==> config.mk <==
export PLATFORM = sky130hd
export DESIGN_NAME = mdu_ctrl
export DESIGN_NICKNAME = d
export VERILOG_FILES = /design/src/rtl/mdu_pkg.sv /design/src/rtl/mdu_busy_timer.sv /design/src/rtl/mdu_ctrl.sv
export SDC_FILE = /design/constraint.sdc
export NUM_CORES = 1
export LEC_CHECK = 0
export CORE_MARGIN = 2
export CORE_UTILIZATION = 44
export CTS_CLUSTER_DIAMETER = 80
export DETAILED_ROUTE_END_ITERATION = 7
export GPL_TIMING_DRIVEN = 0
export PLACE_DENSITY_LB_ADDON = 0.3
export SLEW_MARGIN = 20
export SYNTH_ARGS = -nofsm -noshare
export SYNTH_HDL_FRONTEND = slang
export SYNTH_SLANG_ARGS = --single-unit
==> constraint.sdc <==
create_clock -name clk -period 1.6 [get_ports clk]
set_input_delay 0.16 -clock clk [delete_from_list [all_inputs] [get_ports clk]]
set_output_delay 0.16 -clock clk [all_outputs]
set_load 0.1 [all_outputs]
==> src/rtl/mdu_pkg.sv <==
// Shared encodings for the E-stage multiply/divide issue controller.
package mdu_pkg;

  // Decoded MDU-class instruction kinds as presented by the E stage.
  typedef enum logic [2:0] {
    KIND_MULTU = 3'd0,
    KIND_MULT  = 3'd1,
    KIND_DIVU  = 3'd2,
    KIND_DIV   = 3'd3,
    KIND_MADD  = 3'd4,
    KIND_MTHI  = 3'd5,
    KIND_MTLO  = 3'd6,
    KIND_MFHL  = 3'd7
  } mdu_kind_e;

  // Operation select seen by the MDU datapath.
  typedef enum logic [1:0] {
    OP_MULU = 2'b00,
    OP_MUL  = 2'b01,
    OP_DIVU = 2'b10,
    OP_DIV  = 2'b11
  } mdu_op_e;

  // Controller FSM.
  typedef enum logic [1:0] {
    ST_IDLE = 2'd0,
    ST_MUL  = 2'd1,
    ST_DIV  = 2'd2
  } mdu_state_e;

  // Default busy windows and the countdown width that covers them.
  localparam int MUL_LAT_DEF = 5;
  localparam int DIV_LAT_DEF = 10;
  localparam int CNT_W       = 4;

  // One E-stage request, bundled from the individual ports.
  typedef struct packed {
    logic      valid;
    mdu_kind_e kind;
    logic      div_zero;
    logic      flush;
  } mdu_req_t;

  // Everything the controller drives in one cycle.
  typedef struct packed {
    logic       start;
    logic [1:0] op;
    logic       madd;
    logic       we;
    logic       hilo;
    logic       restore;
    logic       stall;
    logic       busy;
    logic       done;
  } mdu_rsp_t;

  // Kinds that launch a multiply-class operation.
  function automatic logic is_mul(input mdu_kind_e k);
    return (k == KIND_MULTU) || (k == KIND_MULT) || (k == KIND_MADD);
  endfunction

  // Kinds that launch a divide-class operation (before the zero check).
  function automatic logic is_div(input mdu_kind_e k);
    return (k == KIND_DIVU) || (k == KIND_DIV);
  endfunction

endpackage

==> src/rtl/mdu_busy_timer.sv <==
// Loadable down-counter that marks the final cycle of an MDU busy window.
module mdu_busy_timer
  import mdu_pkg::*;
#(
  parameter int W = CNT_W
) (
  input  logic         clk,
  input  logic         rst_n,
  input  logic         load,
  input  logic [W-1:0] value,
  input  logic         clear,
  output logic         last
);

  logic [W-1:0] cnt;

  // clear beats load; otherwise count down and rest at zero
  always_ff @(posedge clk or negedge rst_n) begin
    if (!rst_n)             cnt <= '0;
    else if (clear)         cnt <= '0;
    else if (load)          cnt <= value;
    else if (cnt != '0)     cnt <= cnt - W'(1);
  end

  assign last = (cnt == W'(1));

endmodule

==> src/rtl/mdu_ctrl.sv <==
// Issue/hazard controller for the multicycle MDU in the E stage.
// Launches MDU operations, stalls E while a result is pending and
// cancels in-flight work with a HI/LO restore when M takes a trap.
module mdu_ctrl
  import mdu_pkg::*;
#(
  parameter int MUL_LAT = MUL_LAT_DEF,
  parameter int DIV_LAT = DIV_LAT_DEF
) (
  input  logic       clk,
  input  logic       rst_n,
  input  logic       req_valid,
  input  logic [2:0] req_kind,
  input  logic       div_zero,
  input  logic       flush,
  output logic       mdu_start,
  output logic [1:0] mdu_op,
  output logic       mdu_madd,
  output logic       mdu_we,
  output logic       mdu_hilo,
  output logic       mdu_restore,
  output logic       stall,
  output logic       busy,
  output logic       done
);

  mdu_state_e       state_q, state_d;
  mdu_req_t         req;
  mdu_rsp_t         rsp;
  logic             tmr_load, tmr_clr, tmr_last;
  logic [CNT_W-1:0] tmr_val;

  assign req.valid    = req_valid;
  assign req.kind     = mdu_kind_e'(req_kind);
  assign req.div_zero = div_zero;
  assign req.flush    = flush;

  mdu_busy_timer #(.W(CNT_W)) u_timer (
    .clk   (clk),
    .rst_n (rst_n),
    .load  (tmr_load),
    .value (tmr_val),
    .clear (tmr_clr),
    .last  (tmr_last)
  );

  // state register; reset drops any in-flight op without a restore
  always_ff @(posedge clk or negedge rst_n) begin
    if (!rst_n) state_q <= ST_IDLE;
    else        state_q <= state_d;
  end

  // next state, timer control and output decode
  always_comb begin
    state_d  = state_q;
    tmr_load = 1'b0;
    tmr_clr  = 1'b0;
    tmr_val  = '0;
    rsp      = '0;
    rsp.busy = (state_q != ST_IDLE);

    if (req.flush) begin
      // trap in M: kill everything, roll HI/LO back
      rsp.restore = 1'b1;
      state_d     = ST_IDLE;
      tmr_clr     = 1'b1;
    end else begin
      case (state_q)
        ST_IDLE: begin
          if (req.valid) begin
            if (is_mul(req.kind)) begin
              rsp.start = 1'b1;
              rsp.op    = (req.kind == KIND_MULTU) ? OP_MULU : OP_MUL;
              rsp.madd  = (req.kind == KIND_MADD);
              state_d   = ST_MUL;
              tmr_load  = 1'b1;
              tmr_val   = CNT_W'(MUL_LAT);
            end else if (is_div(req.kind)) begin
              // zero divisor: architecturally undefined, leave HI/LO alone
              if (!req.div_zero) begin
                rsp.start = 1'b1;
                rsp.op    = (req.kind == KIND_DIVU) ? OP_DIVU : OP_DIV;
                state_d   = ST_DIV;
                tmr_load  = 1'b1;
                tmr_val   = CNT_W'(DIV_LAT);
              end
            end else if (req.kind == KIND_MTHI || req.kind == KIND_MTLO) begin
              rsp.we   = 1'b1;
              rsp.hilo = (req.kind == KIND_MTLO);
            end
            // MFHI/MFLO: HI/LO are current in IDLE, nothing to do
          end
        end
        ST_MUL, ST_DIV: begin
          // any MDU-class instruction must wait; it re-presents in IDLE
          rsp.stall = req.valid;
          rsp.done  = tmr_last;
          if (tmr_last) state_d = ST_IDLE;
        end
        default: begin
          state_d = ST_IDLE;
          tmr_clr = 1'b1;
        end
      endcase
    end

    // keep the MDU quiet while the pipeline is held in reset
    if (!rst_n) rsp = '0;
  end

  assign mdu_start   = rsp.start;
  assign mdu_op      = rsp.op;
  assign mdu_madd    = rsp.madd;
  assign mdu_we      = rsp.we;
  assign mdu_hilo    = rsp.hilo;
  assign mdu_restore = rsp.restore;
  assign stall       = rsp.stall;
  assign busy        = rsp.busy;
  assign done        = rsp.done;

endmodule

==> metrics <==
routability congestion estimate=0.867; Avg Inst Size Synth=8.53 um2; Routed wire per std cell=roughly 15 um; arrival time at the worst endpoint=1.59 ns; unrepaired setup endpoints after global routing=true; endpoint type of the worst setup path=primary output; area of the die=1600 um2; worst skew pair latency=about 0.23 ns; routed wire length=1.60 mm; total congestion overflow after global routing=0; Sink Count=6; Peak supply drop=0.000843 V; count of antenna diodes in the layout=0; violations in the final reports=negative setup slack; Finished Cell Area=1010 um2; leading register cell type out of synthesis=dfrtp_1; area leader, netlist=dfrtp_1; setup slack after placement=-1.48 ns; crit path launch=state_q[1]; critical path depth=6; final hold violations=0; timing endpoint of the critical path=mdu_hilo; final slew viol count=0; final worst path period share=1.09; final worst-path setup slack=-0.151 ns; Synth warnings=0; initial antenna violation count=0; area growth from synthesis to layout=76.4%; Max stage delay on crit path=roughly 0.39 ns; cell at the root of the clock tree=clkbuf_4; Pwr Density=899 nW/um2; fraction of layout instances using a drive strength above 1=0.490; Detail Placement HPWL=1.04 mm; number of buffer and inverter instances along the worst setup path=3; All-Layer GR Usage=0.228; number of nets in the final layout=roughly 110; Critical Path Slowest Stage Cell=dfrtp_1; Worst-path clk slew=around 0.040 ns; wire length of the first global-routing pass=around 2.4 mm; number of enable flip-flop cells after synthesis=0; main area contributors after synthesis=dfrtp_1 26%, ha_1 11%, xnor2_1 6.1%; number of cell rows=12; detailed router's first-iteration violation count=8; number of standard cells after synthesis=67; type of the worst setup path=register to primary output; clock skew=around 0.0025 ns; share of Yosys cell area claimed by the top area cell type=0.263; maximum root-to-sink buffer count=2; antenna-violating nets left=0; maximum net fanout on the critical path=4; register bit total from synthesis=6; most frequently used cell type in the post-synthesis netlist=nor2_1; Async SR Flop Fraction=1.00; first drt pass iteration count=4; number of top-level pins=18; largest delay contributor family on the critical path=buffers and inverters; number of CTS-inserted buffers=3; worst reg2reg path endpoint=state_q[1]; drt via density=5.53; via count of the first global-routing pass=between 500 and 600; register area share after synthesis=0.263; Slew headroom=0.640; TritonCTS clock tree=done; Post-Synthesis Net Count=80; cell area after placement=816 um2; required time at the worst-slack endpoint=1.44 ns; pin count of the biggest net entering global routing=9; H-Tree Depth=1; # port buffers=16; most common library cells after synthesis=7 x nor2_1, 6 x dfrtp_1, 5 x ha_1, 5 x inv_1; vias after detailed routing=about 610; Worst Reg-to-Reg Cells=6; starting density of the core=0.495; x dimension of the die=about 40 um; number of remaining DRC errors=0; summed instance area of the synthesized netlist=~570 um2; static leakage=0.429 nW; Maximum Capacitance Violations=0; type of the most critical hold path=primary input to register; launch instance of the worst register-to-register path=u_timer.cnt[1]; status=complete, but fails checks; cells along the critical path=inv_2, ha_4, nand4_1, buf_6, nor3b_4, buf_12; final setup violation count=6; kind of start point of the critical path=register; Die H=~40 um; standard cell core area=1160 um2; Worst Max-Slew Pin Slew=about 0.54 ns; setup slack, reg-to-reg=around 0.060 ns; shortest clock period the worst path allows after layout=1.75 ns; number of unique standard cell types used by synthesis=29; top achievable clock speed=about 570 MHz
## cells by family after synthesis
| logic type | Yosys count | synth area share |
|---|---|---|
| compound gates | 15 | 0.199 |
| xor+xnor | 4 | 0.0613 |
| fa+ha+maj | 5 | 0.109 |
| buf+inv | 6 | 0.0525 |
| flops | 6 | 0.263 |
| simple gates | 31 | 0.315 |
## report_power, final
group          switching (mW)  internal [mW]  leakage [nW]
logic                   0.260          0.264         0.337
clock network          0.0434         0.0841        0.0138
registers              0.0571          0.199        0.0777
total                   0.361          0.546         0.429
## per-stage QoR
stage / utilization / std cells / hold WS [ns] / setup TNS (ns) / total power [mW]
5_1_grt: 0.872 / 110 / 0.465 / -0.802 / 0.966
6_report: 0.872 / 110 / 0.427 / -0.458 / 0.907
2_1_floorplan: - / 67 / -0.136 / -0.847 / 0.585
4_1_cts: 0.855 / 109 / 0.379 / -0.323 / 0.886
3_3_place_gp: 0.706 / 97 / 0.443 / -11.22 / 0.672
3_5_place_dp: 0.706 / 97 / 0.443 / -11.33 / 0.685
## worst min path at each step
stage	from	to	slack, ns	cells past startpoint
2_1_floorplan	rst_n	state_q[0]	-0.14	0
3_3_place_gp	rst_n	state_q[1]	0.44	1
3_5_place_dp	rst_n	state_q[0]	0.44	1
4_1_cts	flush	state_q[1]	0.38	2
5_1_grt	flush	state_q[1]	0.46	2
6_report	flush	state_q[1]	0.43	2
## layout make-up
class	count	area, um2
timing repair buffer	26	295
inverter	5	18.8
tap	14	17.5
multi-input combinational	55	492
clock buffer	3	22.5
sequential	6	151
buffer	1	11.3
fill	60	148
## routing by layer
metal | vias up | wire length [um] | GRT usage
li1 | 299 | - | -
met1 | 291 | 612 | 0.228
met2 | 16 | 909 | 0.468
met3 | 2 | 69 | 0.0111
met4 | 0 | 9 | 0.0948
met5 | - | 0 | 0
## sequential cells by signal, summed over array words and instances (netlist names)
signal       count
state_q          2
u_timer.cnt      4
## layout by cell type (no fill, tap or decap), types with 2 or more instances in the layout
cell / Yosys / final
nand2_1: 3 / 3
clkbuf_4: 0 / 3
nor2b_2: 0 / 2
o21ai_1: 4 / 4
clkdlybuf4s50_1: 0 / 2
ha_1: 5 / 3
buf_12: 0 / 5
a21oi_1: 3 / 3
inv_1: 5 / 2
buf_8: 0 / 2
nor2_1: 7 / 3
inv_2: 0 / 3
buf_6: 1 / 3
dlygate4sd2_1: 0 / 3
and2_4: 0 / 2
a21boi_0: 2 / 2
xnor2_1: 4 / 4
nor2_4: 0 / 6
buf_4: 0 / 8
ha_4: 0 / 2
and3_1: 2 / 2
nand3_1: 2 / 2
and2_1: 4 / 2
dfrtp_1: 6 / 5
## what timing repair did
item / in CTS / in global routing
endpoints found under the setup margin: 10 / 9
hold buffers: 1 / 0
pin swaps: 4 / 2
endpoints found under the hold margin: 6 / 0
gates resized for setup: 88 / 3
setup buffers: 8 / 1
Note: power is estimated with default switching activity, not from simulation.
